[src/rtl/dmem_arbiter.sv]
// Two-port arbiter for the single-cycle data memory: CPU load/store path vs DMA/loader port.
// Build option: DMARB_ROUND_ROBIN_EN selects round-robin contention; default is fixed CPU priority with a DMA starvation guard.
module dmem_arbiter #(
    parameter int unsigned AW           = 32,
    parameter int unsigned DW           = 32,
    parameter int unsigned MAX_LOCK     = 8,
    parameter int unsigned STARVE_LIMIT = 4
) (
    input  logic          CLK,
    input  logic          reset,
    input  logic          cpu_req,
    input  logic          cpu_we,
    input  logic [AW-1:0] cpu_addr,
    input  logic [DW-1:0] cpu_wdata,
    output logic [DW-1:0] cpu_rdata,
    output logic          cpu_ready,
    output logic          cpu_stall,
    input  logic          dma_req,
    input  logic          dma_we,
    input  logic          dma_lock,
    input  logic [AW-1:0] dma_addr,
    input  logic [DW-1:0] dma_wdata,
    output logic [DW-1:0] dma_rdata,
    output logic          dma_ready,
    output logic          mem_we,
    output logic [AW-1:0] mem_addr,
    output logic [DW-1:0] mem_wdata,
    input  logic [DW-1:0] mem_rdata
);
    localparam int unsigned LW = $clog2(MAX_LOCK + 1);

    typedef enum logic [1:0] {IDLE, OWN_CPU, OWN_DMA} state_t;

    state_t        state, state_next;
    logic [LW-1:0] lock_cnt;
    logic          cpu_beat, dma_beat, lock_hold, pick_dma;

`ifdef DMARB_ROUND_ROBIN_EN
    typedef enum logic {GRANT_CPU, GRANT_DMA} grant_t;
    grant_t last_grant, recent_grant;
`else
    localparam int unsigned SW = $clog2(STARVE_LIMIT + 1);
    logic [SW-1:0] starve_cnt;
`endif

    assign cpu_rdata = mem_rdata;
    assign dma_rdata = mem_rdata;

    // Owner register: the only source of grant.
    always_ff @(posedge CLK or posedge reset) begin
        if (reset) state <= IDLE;
        else       state <= state_next;
    end

    // Memory steering, ready generation and next-owner selection.
    always_comb begin
        state_next = IDLE;
        cpu_beat   = 1'b0;
        dma_beat   = 1'b0;
        mem_we     = 1'b0;
        mem_addr   = '0;
        mem_wdata  = '0;
        pick_dma   = 1'b0;
`ifdef DMARB_ROUND_ROBIN_EN
        recent_grant = last_grant;
`endif

        case (state)
            OWN_CPU: if (cpu_req) begin
                cpu_beat  = 1'b1;
                mem_we    = cpu_we;
                mem_addr  = cpu_addr;
                mem_wdata = cpu_wdata;
            end
            OWN_DMA: if (dma_req) begin
                dma_beat  = 1'b1;
                mem_we    = dma_we;
                mem_addr  = dma_addr;
                mem_wdata = dma_wdata;
            end
            default: ;
        endcase

        cpu_ready = cpu_beat;
        dma_ready = dma_beat;
        cpu_stall = cpu_req & ~cpu_beat;

        lock_hold = (state == OWN_DMA) && dma_lock && (lock_cnt < LW'(MAX_LOCK - 1));

`ifdef DMARB_ROUND_ROBIN_EN
        // The beat finishing at this edge counts as the most recent grant.
        if (cpu_beat)      recent_grant = GRANT_CPU;
        else if (dma_beat) recent_grant = GRANT_DMA;
        pick_dma = (recent_grant == GRANT_CPU);
`else
        // A starved DMA wins exactly one decision; its own beat closes the window.
        pick_dma = (starve_cnt == SW'(STARVE_LIMIT)) && !dma_beat;
`endif

        if (cpu_req && dma_req) begin
            if (lock_hold)     state_next = OWN_DMA;
            else if (pick_dma) state_next = OWN_DMA;
            else               state_next = OWN_CPU;
        end else if (cpu_req) begin
            state_next = OWN_CPU;
        end else if (dma_req) begin
            state_next = OWN_DMA;
        end
    end

    // Burst-lock counter; saturates so a long uncontended burst cannot wrap back under the bound.
    always_ff @(posedge CLK or posedge reset) begin
        if (reset) begin
            lock_cnt <= '0;
        end else if (state == OWN_DMA && state_next != OWN_DMA) begin
            lock_cnt <= '0;
        end else if (dma_beat && lock_cnt != LW'(MAX_LOCK)) begin
            lock_cnt <= lock_cnt + LW'(1);
        end
    end

`ifdef DMARB_ROUND_ROBIN_EN
    always_ff @(posedge CLK or posedge reset) begin
        if (reset)         last_grant <= GRANT_DMA;
        else if (cpu_beat) last_grant <= GRANT_CPU;
        else if (dma_beat) last_grant <= GRANT_DMA;
    end
`else
    always_ff @(posedge CLK or posedge reset) begin
        if (reset)                                        starve_cnt <= '0;
        else if (dma_beat)                                starve_cnt <= '0;
        else if (dma_req && starve_cnt != SW'(STARVE_LIMIT)) starve_cnt <= starve_cnt + SW'(1);
    end
`endif

endmodule

[config.mk]
export PLATFORM = sky130hd
export DESIGN_NAME = dmem_arbiter
export DESIGN_NICKNAME = d
export VERILOG_FILES = /design/src/rtl/dmem_arbiter.sv
export SDC_FILE = /design/constraint.sdc
export NUM_CORES = 1
export LEC_CHECK = 0
export BUFFER_PORTS_ARGS = -buffer_cell sky130_fd_sc_hd__buf_2
export CORE_AREA = 2 2 117 119
export DETAILED_ROUTE_END_ITERATION = 7
export DIE_AREA = 0 0 119 121
export PLACE_DENSITY = 0.54
export SLEW_MARGIN = 40
export SYNTH_ARGS = -nofsm -noshare
export SYNTH_HDL_FRONTEND = slang
export SYNTH_SLANG_ARGS = --single-unit
[constraint.sdc]
create_clock -name CLK -period 2.09 [get_ports CLK]
set_input_delay 0.418 -clock CLK [delete_from_list [all_inputs] [get_ports CLK]]
set_output_delay 0.418 -clock CLK [all_outputs]
set_load 0.01 [all_outputs]
==> impl_metrics.toml <==
[route]
vias_per_cell = 4.210
drt_iter0_markers = 65
drc = 0
avgRoutedWirePerCell_um = 16.31
dr.pass1.iters = 4
ant_nets = 0
vias = 2488
wl_mm = 9.638

[placement]
dp_hpwl_mm = 7.352
io_buffers = 202
place_congestion = 0.7198
place_area_mm2 = 0.002684

[yosys]
syn_area_per_cell_um2 = 6.832
syn_inst = 280
ys_seq_area_frac = 0.1177
yosysMostFrequentCell = "nor2_1"
synthArstFlopShare = 1.000
synth_flop_cell = "dfrtp_1"
synth_top_area_frac = 0.2551
synth_area_leaders = "a22oi_1, buf_4, nor2_1"
ys_types = 26
syn-cell-area_mm2 = 0.001913
synth_common_cells = "nor2_1, a22oi_1, buf_4, buf_2, inv_1"
synth-edff-count = 0
syn_nets = 453
synth.largest_area_cell = "a22oi_1"
ys_warn_count = 0
synth-seq-cells = 9

[clock_tree]
numClockSinks = 9
cts_tree = "built"
clk_latency_ns = 0.24
h-tree-depth = 1
cts_made_buffers = 3
clk_pin_slew_ns = 0.04
cts-root-buf = "clkbuf_16"
clk_path_buf_depth = 2
cts_hold_buffers = 0

[critical_path]
cp-start-kind = "flop"
cp.required_ns = 1.67
rr_worst_depth = 6
reg2reg_from = "state[0]"
crit_arrival_ns = 1.68
path_max_fanout = 23
regToRegSetupSlack_ns = 0.69
crit_type = "flop to output pin"
cp-end-kind = "output pin"
max_stage_delay_ns = 0.37
path_cells = "buf_4, ha_4, and2_4, buf_12, a22oi_2, nor2_1, buf_2"
cp_slowest_cell = "dfrtp_1"
rr_endpoint = "lock_cnt[1]"

[sta]
rsz0062_at_grt = "yes"
period_needed_ns = 2.093
period_share = 1.001
setup_viol = 1
skew_ns = 0.0008119
worst_pin_slew_ns = 0.3743
fin_ws_ns = -0.003104
tns_ns = -0.003104
clock.fmax_ghz = 0.4778
slew_headroom = 0.7502
slew_violations = 0
finalHoldViolCount = 0

[global_routing]
grt_use_total = 0.1100
grt_max_degree = 47
grt_pass1_wl_mm = 12.48
overflow = 0
antenna_found_initial = 0
first_global_vias = 2260

[cells_and_area]
postLayoutCoreUtil = 0.2334
area_growth_pct = 59.65
diodes = 0
design_area_mm2 = 0.003054
fin_nets = 589
drive_gt1_frac = 0.6241
fillers = 1508

[power_and_ir_drop]
p_leak_nw = 1.563
p_comb_frac = 0.626
ir_worst_vdd_mv = 0.4213
p_sw_frac = 0.4245
seqPwrFrac = 0.163
pwr-share-clk = 0.210
power.internal_mw = 0.9575
p_sw_mw = 0.7063
p_per_area_mw_per_mm2 = 544.8
total_power_mw = 1.664

[floorplanning]
die_area_mm2 = 0.01440
core_mm2 = 0.01309
core.rowCount = 42
die-height_um = 121
start_util = 0.1462
die_w_um = 119
io-pin-count = 299

[run]
max_cap_violations = 0

[hold_path]
hp-class = "input pin to asynchronous set/reset pin"

[run_status]
violations = "negative setup slack"
status = "complete, but fails checks"
[worst max-delay path, delay by kind of cell (launching register included)]
kind,cells,cell delay (ns)
adders and majority gates,1,0.15
DFF,1,0.37
AOI/OAI and AO/OA,1,0.23
and+or+nand+nor,2,0.22
buffers and inverters,3,0.45
[power groups by stage]
stage               Clock, mW  Sequential, mW  Combinational [mW]
global route            0.363           0.281                1.16
floorplan                   0           0.261               0.647
CTS                     0.357           0.271               0.940
global placement            0           0.274               0.941
finish                  0.350           0.272                1.04
detailed placement          0           0.272               0.936
[repair_timing]
item / CTS / global route
cloned: 0 / 4
pin swaps: 0 / 17
setup endpoints to repair: 21 / 63
gates resized for setup: 0 / 37
setup buffers: 0 / 1
[cells in the final DEF, fill, tap and decap left out, types with 2 or more instances in the layout]
cell | netlist | layout
buf_2 | 10 | 202
o21ai_0 | 3 | 3
mux2i_1 | 2 | 2
a22oi_1 | 65 | 31
o22ai_1 | 2 | 2
nor2_1 | 67 | 67
o211ai_1 | 2 | 2
buf_12 | 0 | 5
inv_1 | 10 | 10
and2_4 | 1 | 2
nor2b_1 | 5 | 5
a21oi_1 | 7 | 7
dfrtp_1 | 9 | 9
clkbuf_16 | 0 | 7
ha_1 | 6 | 4
nand2_1 | 4 | 4
nand3_1 | 2 | 2
buf_4 | 64 | 7
a22oi_2 | 0 | 34
[routing by layer]
layer / routed length [um] / global-route usage / part of all wire
met1: 3856 / 0.1378 / 0.40
met2: 4776 / 0.1807 / 0.50
met3: 745 / 0.02726 / 0.077
met4: 259 / 0.04464 / 0.027
met5: 0 / 0 / 0
[flip-flops by register name, indices dropped and copies added (netlist names)]
register and flops:
lock_cnt 4, starve_cnt 3, state 2
[through the flow]
| step | std cells | worst slack, ns | hold WS, ns |
|---|---|---|---|
| floorplan | 280 | 0.2525 | 0.2459 |
| global route | 591 | -0.06282 | 0.1764 |
| CTS | 586 | -0.02136 | 0.1605 |
| global placement | 582 | 0.2336 | 0.4123 |
| finish | 591 | -0.003104 | 0.1448 |
| detailed placement | 582 | 0.2422 | 0.4135 |
[cell families after synthesis]
logic type      Yosys count  synth area share
buf+inv                  97            0.3381
simple gates             84            0.1871
compound gates           82            0.3074
flops                     9            0.1177
fa+ha+maj                 6           0.03924
mux                       2           0.01046
[cell type report]
class                           count  area (um2)  share of cell area
Multi-Input combinational cell    174        1229              0.4023
Tap cell                          176       220.2             0.07210
Clock buffer                        4       78.83             0.02581
Inverter                           10       37.54             0.01229
Sequential cell                     9       225.2             0.07374
Timing Repair Buffer              218        1264              0.4138
[worst max-delay path by stage]
stage,start,end,slack (ns),cells after the start
final,state[1],mem_wdata[20],-0.003,7
after global routing,state[1],mem_addr[5],-0.06,7
after CTS,state[1],mem_wdata[6],-0.02,4
after detailed placement,state[1],mem_wdata[6],0.24,4
after global placement,state[1],mem_addr[5],0.23,4
after floorplan,state[0],mem_wdata[12],0.25,9
Note: power is estimated with default switching activity, not from simulation.
